--- config.mk ---
export PLATFORM = sky130hd
export DESIGN_NAME = nibble_serial_add_ctrl
export DESIGN_NICKNAME = d
export VERILOG_FILES = /design/src/rtl/nibble_serial_add_ctrl_pkg.sv /design/src/rtl/nibble_serial_add_ctrl_add_4.sv /design/src/rtl/nibble_serial_add_ctrl.sv
export SDC_FILE = /design/constraint.sdc
export NUM_CORES = 1
export LEC_CHECK = 0
export ABC_CLOCK_PERIOD_IN_PS = 3700
export CORE_ASPECT_RATIO = 2
export CORE_MARGIN = 3
export CORE_UTILIZATION = 25
export CTS_BUF_LIST = sky130_fd_sc_hd__clkbuf_4
export DETAILED_ROUTE_END_ITERATION = 10
export DONT_BUFFER_PORTS = 1
export HOLD_SLACK_MARGIN = 0.06
export SYNTH_ARGS = -nofsm -noshare
export SYNTH_HDL_FRONTEND = slang
export SYNTH_SLANG_ARGS = --single-unit
export TNS_END_PERCENT = 1
--- constraint.sdc ---
create_clock -name clk -period 3.7 [get_ports clk]
set_input_delay 0.925 -clock clk [delete_from_list [all_inputs] [get_ports clk]]
set_output_delay 0.925 -clock clk [all_outputs]
set_load 0.05 [all_outputs]
--- src/rtl/nibble_serial_add_ctrl_pkg.sv ---
// Shared types and helpers for the nibble-serial add/subtract sequencer.
package nibble_serial_add_ctrl_pkg;

   typedef enum logic [1:0] {
      IDLE = 2'd0,
      RUN  = 2'd1,
      DONE = 2'd2
   } state_e;

   // Nibble counter width; at least one bit so WIDTH=4 (NIB=1) still has a counter.
   function automatic int nib_w(input int nib);
      return (nib > 1) ? $clog2(nib) : 1;
   endfunction

endpackage

--- src/rtl/nibble_serial_add_ctrl_add_4.sv ---
// 4-bit ripple-carry adder: the single shared datapath adder.
module add_4 (
   input  logic [3:0] a_i,
   input  logic [3:0] b_i,
   input  logic       ci_i,
   output logic [3:0] s_o,
   output logic       co_o
);

   logic [4:0] c;

   // Bit-by-bit ripple of the carry chain.
   always_comb begin
      c[0] = ci_i;
      s_o  = '0;
      for (int i = 0; i < 4; i++) begin
         s_o[i]   = a_i[i] ^ b_i[i] ^ c[i];
         c[i+1]   = (a_i[i] & b_i[i]) | (c[i] & (a_i[i] ^ b_i[i]));
      end
      co_o = c[4];
   end

endmodule

--- src/rtl/nibble_serial_add_ctrl.sv ---
// WIDTH-bit add/subtract computed LSB-nibble-first through one add_4 over
// WIDTH/4 cycles, with valid/ready handshakes on both sides.
module nibble_serial_add_ctrl
   import nibble_serial_add_ctrl_pkg::*;
#(
   parameter int WIDTH = 16
) (
   input  logic             clk,
   input  logic             rst_n,
   input  logic             in_valid,
   output logic             in_ready,
   input  logic [WIDTH-1:0] a,
   input  logic [WIDTH-1:0] b,
   input  logic             ci,
   input  logic             op_sub,
   output logic             out_valid,
   input  logic             out_ready,
   output logic [WIDTH-1:0] sum,
   output logic             co,
   output logic             ovf,
   output logic             busy
);

   localparam int NIB   = WIDTH / 4;
   localparam int NIB_W = nib_w(NIB);

   state_e             state_q, state_d;
   logic [WIDTH-1:0]   a_sr_q, a_sr_d;
   logic [WIDTH-1:0]   b_sr_q, b_sr_d;
   logic [WIDTH-1:0]   sum_sr_q, sum_sr_d;
   logic               carry_q, carry_d;
   logic               a_msb_q, a_msb_d;
   logic               b_msb_q, b_msb_d;
   logic [NIB_W-1:0]   cnt_q, cnt_d;
   logic [WIDTH-1:0]   sum_q, sum_d;
   logic               co_q, co_d;
   logic               ovf_q, ovf_d;

   logic [3:0]         nib_s;
   logic               nib_co;
   logic [WIDTH-1:0]   b_eff;
   logic [WIDTH-1:0]   s_ext;
   logic [WIDTH-1:0]   sum_sr_nxt;

   add_4 u_add_4 (
      .a_i  (a_sr_q[3:0]),
      .b_i  (b_sr_q[3:0]),
      .ci_i (carry_q),
      .s_o  (nib_s),
      .co_o (nib_co)
   );

   // Subtract is A + ~B + 1; the new nibble enters the top of the result shifter.
   always_comb begin
      b_eff      = op_sub ? ~b : b;
      s_ext      = '0;
      s_ext[3:0] = nib_s;
      sum_sr_nxt = (sum_sr_q >> 4) | (s_ext << (WIDTH - 4));
   end

   // Next-state and datapath control.
   always_comb begin
      state_d  = state_q;
      a_sr_d   = a_sr_q;
      b_sr_d   = b_sr_q;
      sum_sr_d = sum_sr_q;
      carry_d  = carry_q;
      a_msb_d  = a_msb_q;
      b_msb_d  = b_msb_q;
      cnt_d    = cnt_q;
      sum_d    = sum_q;
      co_d     = co_q;
      ovf_d    = ovf_q;
      unique case (state_q)
         IDLE: begin
            if (in_valid) begin
               a_sr_d  = a;
               b_sr_d  = b_eff;
               carry_d = op_sub ? 1'b1 : ci;
               a_msb_d = a[WIDTH-1];
               b_msb_d = b_eff[WIDTH-1];
               cnt_d   = '0;
               state_d = RUN;
            end
         end
         RUN: begin
            a_sr_d   = a_sr_q >> 4;
            b_sr_d   = b_sr_q >> 4;
            sum_sr_d = sum_sr_nxt;
            carry_d  = nib_co;
            cnt_d    = cnt_q + NIB_W'(1);
            if (cnt_q == NIB_W'(NIB - 1)) begin
               state_d = DONE;
               sum_d   = sum_sr_nxt;
               co_d    = nib_co;
               ovf_d   = (a_msb_q == b_msb_q) && (sum_sr_nxt[WIDTH-1] != a_msb_q);
            end
         end
         DONE: begin
            if (out_ready) state_d = IDLE;
         end
         default: state_d = IDLE;
      endcase
   end

   // State and datapath registers; reset drops any in-flight partial result.
   always_ff @(posedge clk or negedge rst_n) begin
      if (!rst_n) begin
         state_q  <= IDLE;
         a_sr_q   <= '0;
         b_sr_q   <= '0;
         sum_sr_q <= '0;
         carry_q  <= 1'b0;
         a_msb_q  <= 1'b0;
         b_msb_q  <= 1'b0;
         cnt_q    <= '0;
         sum_q    <= '0;
         co_q     <= 1'b0;
         ovf_q    <= 1'b0;
      end else begin
         state_q  <= state_d;
         a_sr_q   <= a_sr_d;
         b_sr_q   <= b_sr_d;
         sum_sr_q <= sum_sr_d;
         carry_q  <= carry_d;
         a_msb_q  <= a_msb_d;
         b_msb_q  <= b_msb_d;
         cnt_q    <= cnt_d;
         sum_q    <= sum_d;
         co_q     <= co_d;
         ovf_q    <= ovf_d;
      end
   end

   // Handshake flags decode registered state only.
   always_comb begin
      in_ready  = (state_q == IDLE);
      out_valid = (state_q == DONE);
      busy      = (state_q != IDLE);
      sum       = sum_q;
      co        = co_q;
      ovf       = ovf_q;
   end

endmodule

==> summary.md, run 1 <==
| Metric | Value |
|---|---|
| Status | `finished clean` |
| VDD IR max | `0.585 mV` |
| WP depth | `2` |
| Slowest-stage cell, CP | `dfrtp_1` |
| Yosys top cell area share | `0.555` |
| Rows | `57` |
| Clock Power Share | `0.152` |
| Post-cts sizing count | `0` |
| GR Layer Usage met2 | `0.192` |
| Hold Crit Class | `in -> async` |
| Root Driver | `clkbuf_4` |
| Clk_skew | `around 17 ps` |
| R2R cell count | `10` |
| Drt via density | `between 4 and 5` |
| Psw | `~1.5 mW` |
| FF-to-FF setup slack | `approximately 1300 ps` |
| Slowest stage delay, CP | `~560 ps` |
| Worst Path Buf+Inv | `1` |
| Unrepaired setup endpoints after global routing | `false` |
| Slew Limit Headroom | `0.357` |
| Iter 0 DRT Violations | `just under 80` |
| Fill cells | `1247` |
| Element type at the critical path start | `register` |
| Drt first pass iters | `4` |
| Antenna-violating nets left | `0` |
| #FFs+latches synth | `69` |
| Final core utilization | `0.275` |
| Net Sw Frac | `0.462` |
| Post-route DRC violation count | `0` |
| Share of post-route cells with drive strength above 1 | `0.121` |
| MaxCap Viol Count | `0` |
| Yosys top cell by area | `dfrtp_1` |
| Most common cell after layout, fill and taps aside | `nand2_1` |
| Vias in the first global route | `roughly 2.1k` |
| Die Wd | `around 85 um` |
| Fmax achieved | `about 360 MHz` |
| DP Worst Slack | `about 1200 ps` |
| Area of the multi-input gates | `roughly 1200 um2` |
| Post-Synth Adder-Cell Area | `0.0297` |
| Final Hold Viols | `0` |
| Port bufs | `0` |
| Minimum clock period | `2780 ps` |
| Sequential standard cell area | `1730 um2` |
| Largest family of logic cells by synthesized area | `simple AND/OR/NAND/NOR gates` |
| TNS Setup | `0 ps` |
| Crit path capture type | `primary output` |
| First-pass GRT wire length | `~12000 um` |
| Largest net degree at the start of global routing | `70` |
| P per Cell Area | `around 940 nW/um2` |
| Met3 usage | `0.0331` |
| CTS sink count | `69` |
| Die area | `~14000 um2` |
| Num CTS Buffers | `9` |
| Count of cell types in the netlist | `31` |
| Mux share of post-synthesis cell area | `0.0506` |
| Clk_lat worst skew | `410 ps` |
| Post-Synthesis Cells | `298` |
| WP data arrival | `~1900 ps` |
| Post-CTS Hold Fix Bufs | `0` |
| Busiest grt layer | `met2` |
| Most frequent cells in the layout | `76 x nand2_1, 69 x dfrtp_1, 22 x o21ai_0` |
| Initial antenna violation count | `1` |
| Post-synthesis compound-gate area fraction | `0.129` |
| Flop pwr share | `0.519` |
| Cell breakdown of the critical path | `or2_2 -> inv_1` |
| Post-Syn Area | `3110 um2` |
| CTS tree | `done` |
| Post-route setup slack | `924 ps` |
| Setup bufs post-CTS | `0` |
| Vias | `between 2k and 2.5k` |
| Syn nets | `roughly 340` |
| Core Area | `around 12000 um2` |
| HPWL after DPL | `5340 um` |
| Grt total ovfl | `0` |
| Synth area leaders | `dfrtp_1 55%, nand2_1 9.2%, mux2_2 5.1%, a22oi_1 4.8%, o21ai_0 3.5%` |
| Area grow syn2layout | `7.56%` |
| Tcrit/Tclk final | `0.750` |
| Internal power | `about 1.7 mW` |
| Actual slew at the worst max-slew pin | `965 ps` |
| Total GRT Usage | `0.111` |
| Synth Area in Simple Gates | `0.146` |
| Nets | `around 340` |
| CTS Buffer Depth | `2` |
| Final Setup Violations | `0` |
| Met1 Track Usage GR | `0.122` |
| Avg Cell Area, Syn | `10.4 um2` |
| Leakage power | `between 1.5 and 2 nW` |
| Logic pwr share | `0.329` |
| Ys Warns | `0` |
| Initial Util | `0.255` |
| # IOs | `between 50 and 60` |
| Critical path's top delay family | `flip-flops` |
| CP Max Fanout | `14` |
| Final WL | `between 7000 and 8000 um` |
| Clock-pin slew on the worst setup and hold paths | `120 ps` |
| Worst setup path category | `reg -> out` |
| Seq/Total Area, Yosys | `0.555` |
| CP Data Required Time | `2770 ps` |
| GPL Wtd Cong | `about 0.77` |
| Die Y | `164 um` |
| Pins Over Slew Limit | `0` |
| DR WL/cell | `roughly 17 um` |
| Synth Area in XOR/XNOR | `0.0450` |
| CTS H-tree lvls | `3` |
## flip-flops by register name (all words and copies together), names as in the netlist, 2 cells and up
signal / count
state_q: 2
sum: 16
cnt_q: 2
a_sr_q: 16
sum_sr_q: 12
b_sr_q: 16
## worst paths after layout
check,end,start
max in group asynchronous,sum_sr_q[9],rst_n
setup reg to reg,ovf,a_sr_q[0]
hold / removal,cnt_q[1],rst_n
min in group clk,sum_sr_q[6],sum_sr_q[6]
hold reg to reg,sum_sr_q[6],sum_sr_q[6]
setup / recovery,in_ready,state_q[0]
## stage by stage
| stage | hold WS, ps | area, um2 | cells | power [mW] |
|---|---|---|---|---|
| global placement | 456 | 3210 | 428 | 2.69 |
| floorplan | 442 | 3110 | 298 | 2.45 |
| finish | 192 | 3350 | 445 | 3.15 |
| detailed placement | 463 | 3210 | 428 | 2.73 |
| global route | 142 | 3350 | 445 | 3.41 |
| CTS | 160 | 3350 | 444 | 3.20 |
## cells in the mapped netlist (all sizes together)
| master | count |
|---|---|
| nor3b | 1 |
| a22oi | 20 |
| o21a | 1 |
| nand2b | 2 |
| buf | 14 |
| o221ai | 5 |
| a2bb2oi | 2 |
| nand3b | 1 |
| or3b | 1 |
| fa | 4 |
| nand3 | 8 |
| clkbuf | 6 |
| nor2 | 7 |
| nand2 | 76 |
| o21ai | 24 |
| o21bai | 1 |
| or2 | 1 |
| inv | 9 |
| xor2 | 5 |
| and3 | 1 |
| dfrtp | 69 |
| a21oi | 4 |
| ha | 1 |
| nor3 | 1 |
| xnor2 | 11 |
| nor2b | 6 |
| mux2 | 14 |
| a221o | 3 |
## power groups by stage
stage                     Combinational, mW  Clock [mW]  Sequential (mW)
after floorplan                       0.893           0             1.56
after global placement                 1.03           0             1.66
after detailed placement               1.06           0             1.67
after CTS                              1.06       0.494             1.65
after global routing                   1.19       0.533             1.69
final                                  1.04       0.479             1.64
## routing by layer
metal	routed length, um	part of all wire
met1	2790	0.38
met5	0	0
met4	136	0.018
met3	400	0.054
met2	4050	0.55
## worst reg2reg max path: cells and delay by family, from the launching register on
family	cells	cell delay [ps]
flip-flops	1	420
adder cells (fa/ha/maj)	4	1380
AND/OR/NAND/NOR	2	250
buffers and inverters	3	200
AO/OA/AOI/OAI	1	130
## cells by family (layout without fill, tap and decap cells)
| group | after synthesis | count (layout) |
|---|---|---|
| AO/OA/AOI/OAI | 60 | 60 |
| XOR/XNOR | 16 | 16 |
| adder cells (fa/ha/maj) | 5 | 5 |
| buffers and inverters | 29 | 28 |
| flip-flops | 69 | 69 |
| multiplexers | 14 | 14 |
| other | 0 | 1 |
| AND/OR/NAND/NOR | 105 | 105 |
## layout make-up
class                           instances  share of cell area
Antenna cell                            1            0.000747
Clock buffer                            9              0.0202
Clock inverter                          7              0.0198
Inverter                                9              0.0101
Multi-Input combinational cell        200               0.372
Sequential cell                        69               0.516
Tap cell                              147              0.0549
Timing Repair Buffer                    3             0.00673
Power figures use the tool's default switching activity.
==> run 2: changes to the inputs <==
Settings changed: ABC_CLOCK_PERIOD_IN_PS 3700 to 2800.
Clock period 3.7 ns to 2.8 ns, I/O delays scaled along.
==> run 2 against run 1 <==
Clock power grew 28%; sequential power grew 30%; non-clock buffer count grew 1; core utilization grew 0.16 points; first-iteration DRC count shrank 20%; register-to-register slack lost 950 ps; hold slack lost 27 ps; via count grew 1.6%; die area is the same; clock skew shrank 2.2 ps; worst setup slack lost 620 ps.
==> summary.md, run 2 (synthesized netlist as in run 1, its figures left out) <==
| Metric | Value |
|---|---|
| Status | `finished clean` |
| TNS Setup | `0 ps` |
| Fill cells | `around 1.3k` |
| CTS tree | `done` |
| Minimum clock period | `roughly 2500 ps` |
| Vias in the first global route | `roughly 2.2k` |
| Initial Util | `0.255` |
| CP Data Required Time | `3110 ps` |
| Leakage power | `around 1.5 nW` |
| Post-cts sizing count | `0` |
| HPWL after DPL | `5430 um` |
| Largest net degree at the start of global routing | `70` |
| Nets | `between 300 and 400` |
| Clock-pin slew on the worst setup and hold paths | `roughly 110 ps` |
| Finished Layout Cells | `between 400 and 500` |
| Final Hold Viols | `0` |
| # IOs | `approximately 60` |
| Clk_skew | `14.5 ps` |
| Hold Crit Class | `in -> async` |
| MaxCap Viol Count | `0` |
| Root Driver | `clkbuf_4` |
| P per Cell Area | `1240 nW/um2` |
| Fmax achieved | `around 400 MHz` |
| CTS H-tree lvls | `3` |
| Element type at the critical path start | `register` |
| CP Max Fanout | `4` |
| Tcrit/Tclk final | `0.893` |
| Pins Over Slew Limit | `0` |
| N_diodes | `0` |
| Die area | `approximately 14000 um2` |
| Initial antenna violation count | `0` |
| Drt via density | `between 4 and 5` |
| CTS sink count | `just under 70` |
| Area grow syn2layout | `8.20%` |
| CTS Buffer Depth | `2` |
| Clk_lat worst skew | `about 400 ps` |
| Grt total ovfl | `0` |
| Post-route DRC violation count | `0` |
| DR WL/cell | `between 15 and 20 um` |
| Final core utilization | `0.276` |
| Most common cell after layout, fill and taps aside | `nand2_1` |
| Worst setup path category | `reg -> reg` |
| Actual slew at the worst max-slew pin | `between 900 and 1000 ps` |
| Final Setup Violations | `0` |
| Worst hold slack | `around 170 ps` |
| Drt first pass iters | `4` |
| Unrepaired setup endpoints after global routing | `false` |
| Rows | `57` |
| Share of post-route cells with drive strength above 1 | `0.121` |
| Core Area | `about 12000 um2` |
| Crit path capture type | `register` |
| Antenna-violating nets left | `0` |
| Die Y | `approximately 160 um` |
| Num CTS Buffers | `9` |
| Placed Cells | `428` |
| First-pass GRT wire length | `11800 um` |
| Slew Limit Headroom | `0.351` |
| VDD IR max | `~0.5 mV` |
| WP data arrival | `2810 ps` |
| Vias | `2114` |
| Final WL | `7450 um` |
| GPL Wtd Cong | `around 0.77` |
| Most frequent cells in the layout | `76 x nand2_1, 69 x dfrtp_1, 22 x o21ai_0` |
| Die Wd | `84.9 um` |
| Total GRT Usage | `0.112` |
| Iter 0 DRT Violations | `63` |
| Port bufs | `0` |
run 2: cell types whose count changed in the layout (fill, tap and decap cells not counted), sizes merged:
cell	delta
clkinvlp	-1
clkbuf	+1
diode	-1
buf	+1
run 2: per-layer routing:
layer / vias up / track usage / routed length [um]
li1: 996 / - / -
met1: 1042 / 0.117 / 2810
met2: 64 / 0.202 / 4100
met3: 12 / 0.0266 / 359
met4: 0 / 0.0641 / 180
met5: - / 0 / 0
run 2: what timing repair did:
action	4_1_cts	5_1_grt
hold buffers	1	0
endpoints found under the hold margin	69	0
buffers inserted	0	0
run 2: cell type report:
cell class | instances | area, um2 | area share
Clock buffer | 10 | 75.1 | 0.0223
Clock inverter | 6 | 53.8 | 0.0160
Inverter | 9 | 33.8 | 0.0100
Multi-Input combinational cell | 200 | 1240 | 0.370
Sequential cell | 69 | 1730 | 0.513
Tap cell | 147 | 184 | 0.0546
Timing Repair Buffer | 4 | 50.0 | 0.0149
run 2: power by group:
| part | switching, mW | internal (mW) | leakage, nW |
|---|---|---|---|
| logic | 0.871 | 0.552 | 0.585 |
| clock network | 0.343 | 0.272 | 0.0689 |
| registers | 0.711 | 1.43 | 0.880 |
| total | 1.93 | 2.26 | 1.53 |
run 2: worst max-delay path, stage by stage, from the launching register on:
cell     delay (ps)
dfrtp_1         420
fa_1            430
inv_1            80
fa_1            160
inv_1            50
fa_1            340
inv_1            80
fa_1            450
nor3_1          200
nor2_1           50
o21ai_0         140
run 2: path summary, 6_finish.rpt:
| kind | startpoint | endpoint | slack, ps | cells after the start |
|---|---|---|---|---|
| max in group asynchronous | rst_n | a_sr_q[2] | 2360 | 1 |
| min in group clk | a[13] | a_sr_q[13] | 400 | 2 |
| max reg2reg | a_sr_q[0] | ovf | 300 | 10 |
| min | rst_n | b_sr_q[1] | 170 | 1 |
| min reg2reg | sum_sr_q[5] | sum_sr_q[5] | 480 | 2 |
| max | a_sr_q[0] | ovf | 300 | 10 |
run 2: metrics by stage:
step | instance area, um2 | total power, mW | worst slack [ps]
6_report | 3370 | 4.18 | 300
5_1_grt | 3370 | 4.51 | 122
4_1_cts | 3370 | 4.26 | 280
3_5_place_dp | 3210 | 3.62 | 311
3_3_place_gp | 3210 | 3.55 | 377
2_1_floorplan | 3110 | 3.24 | 482
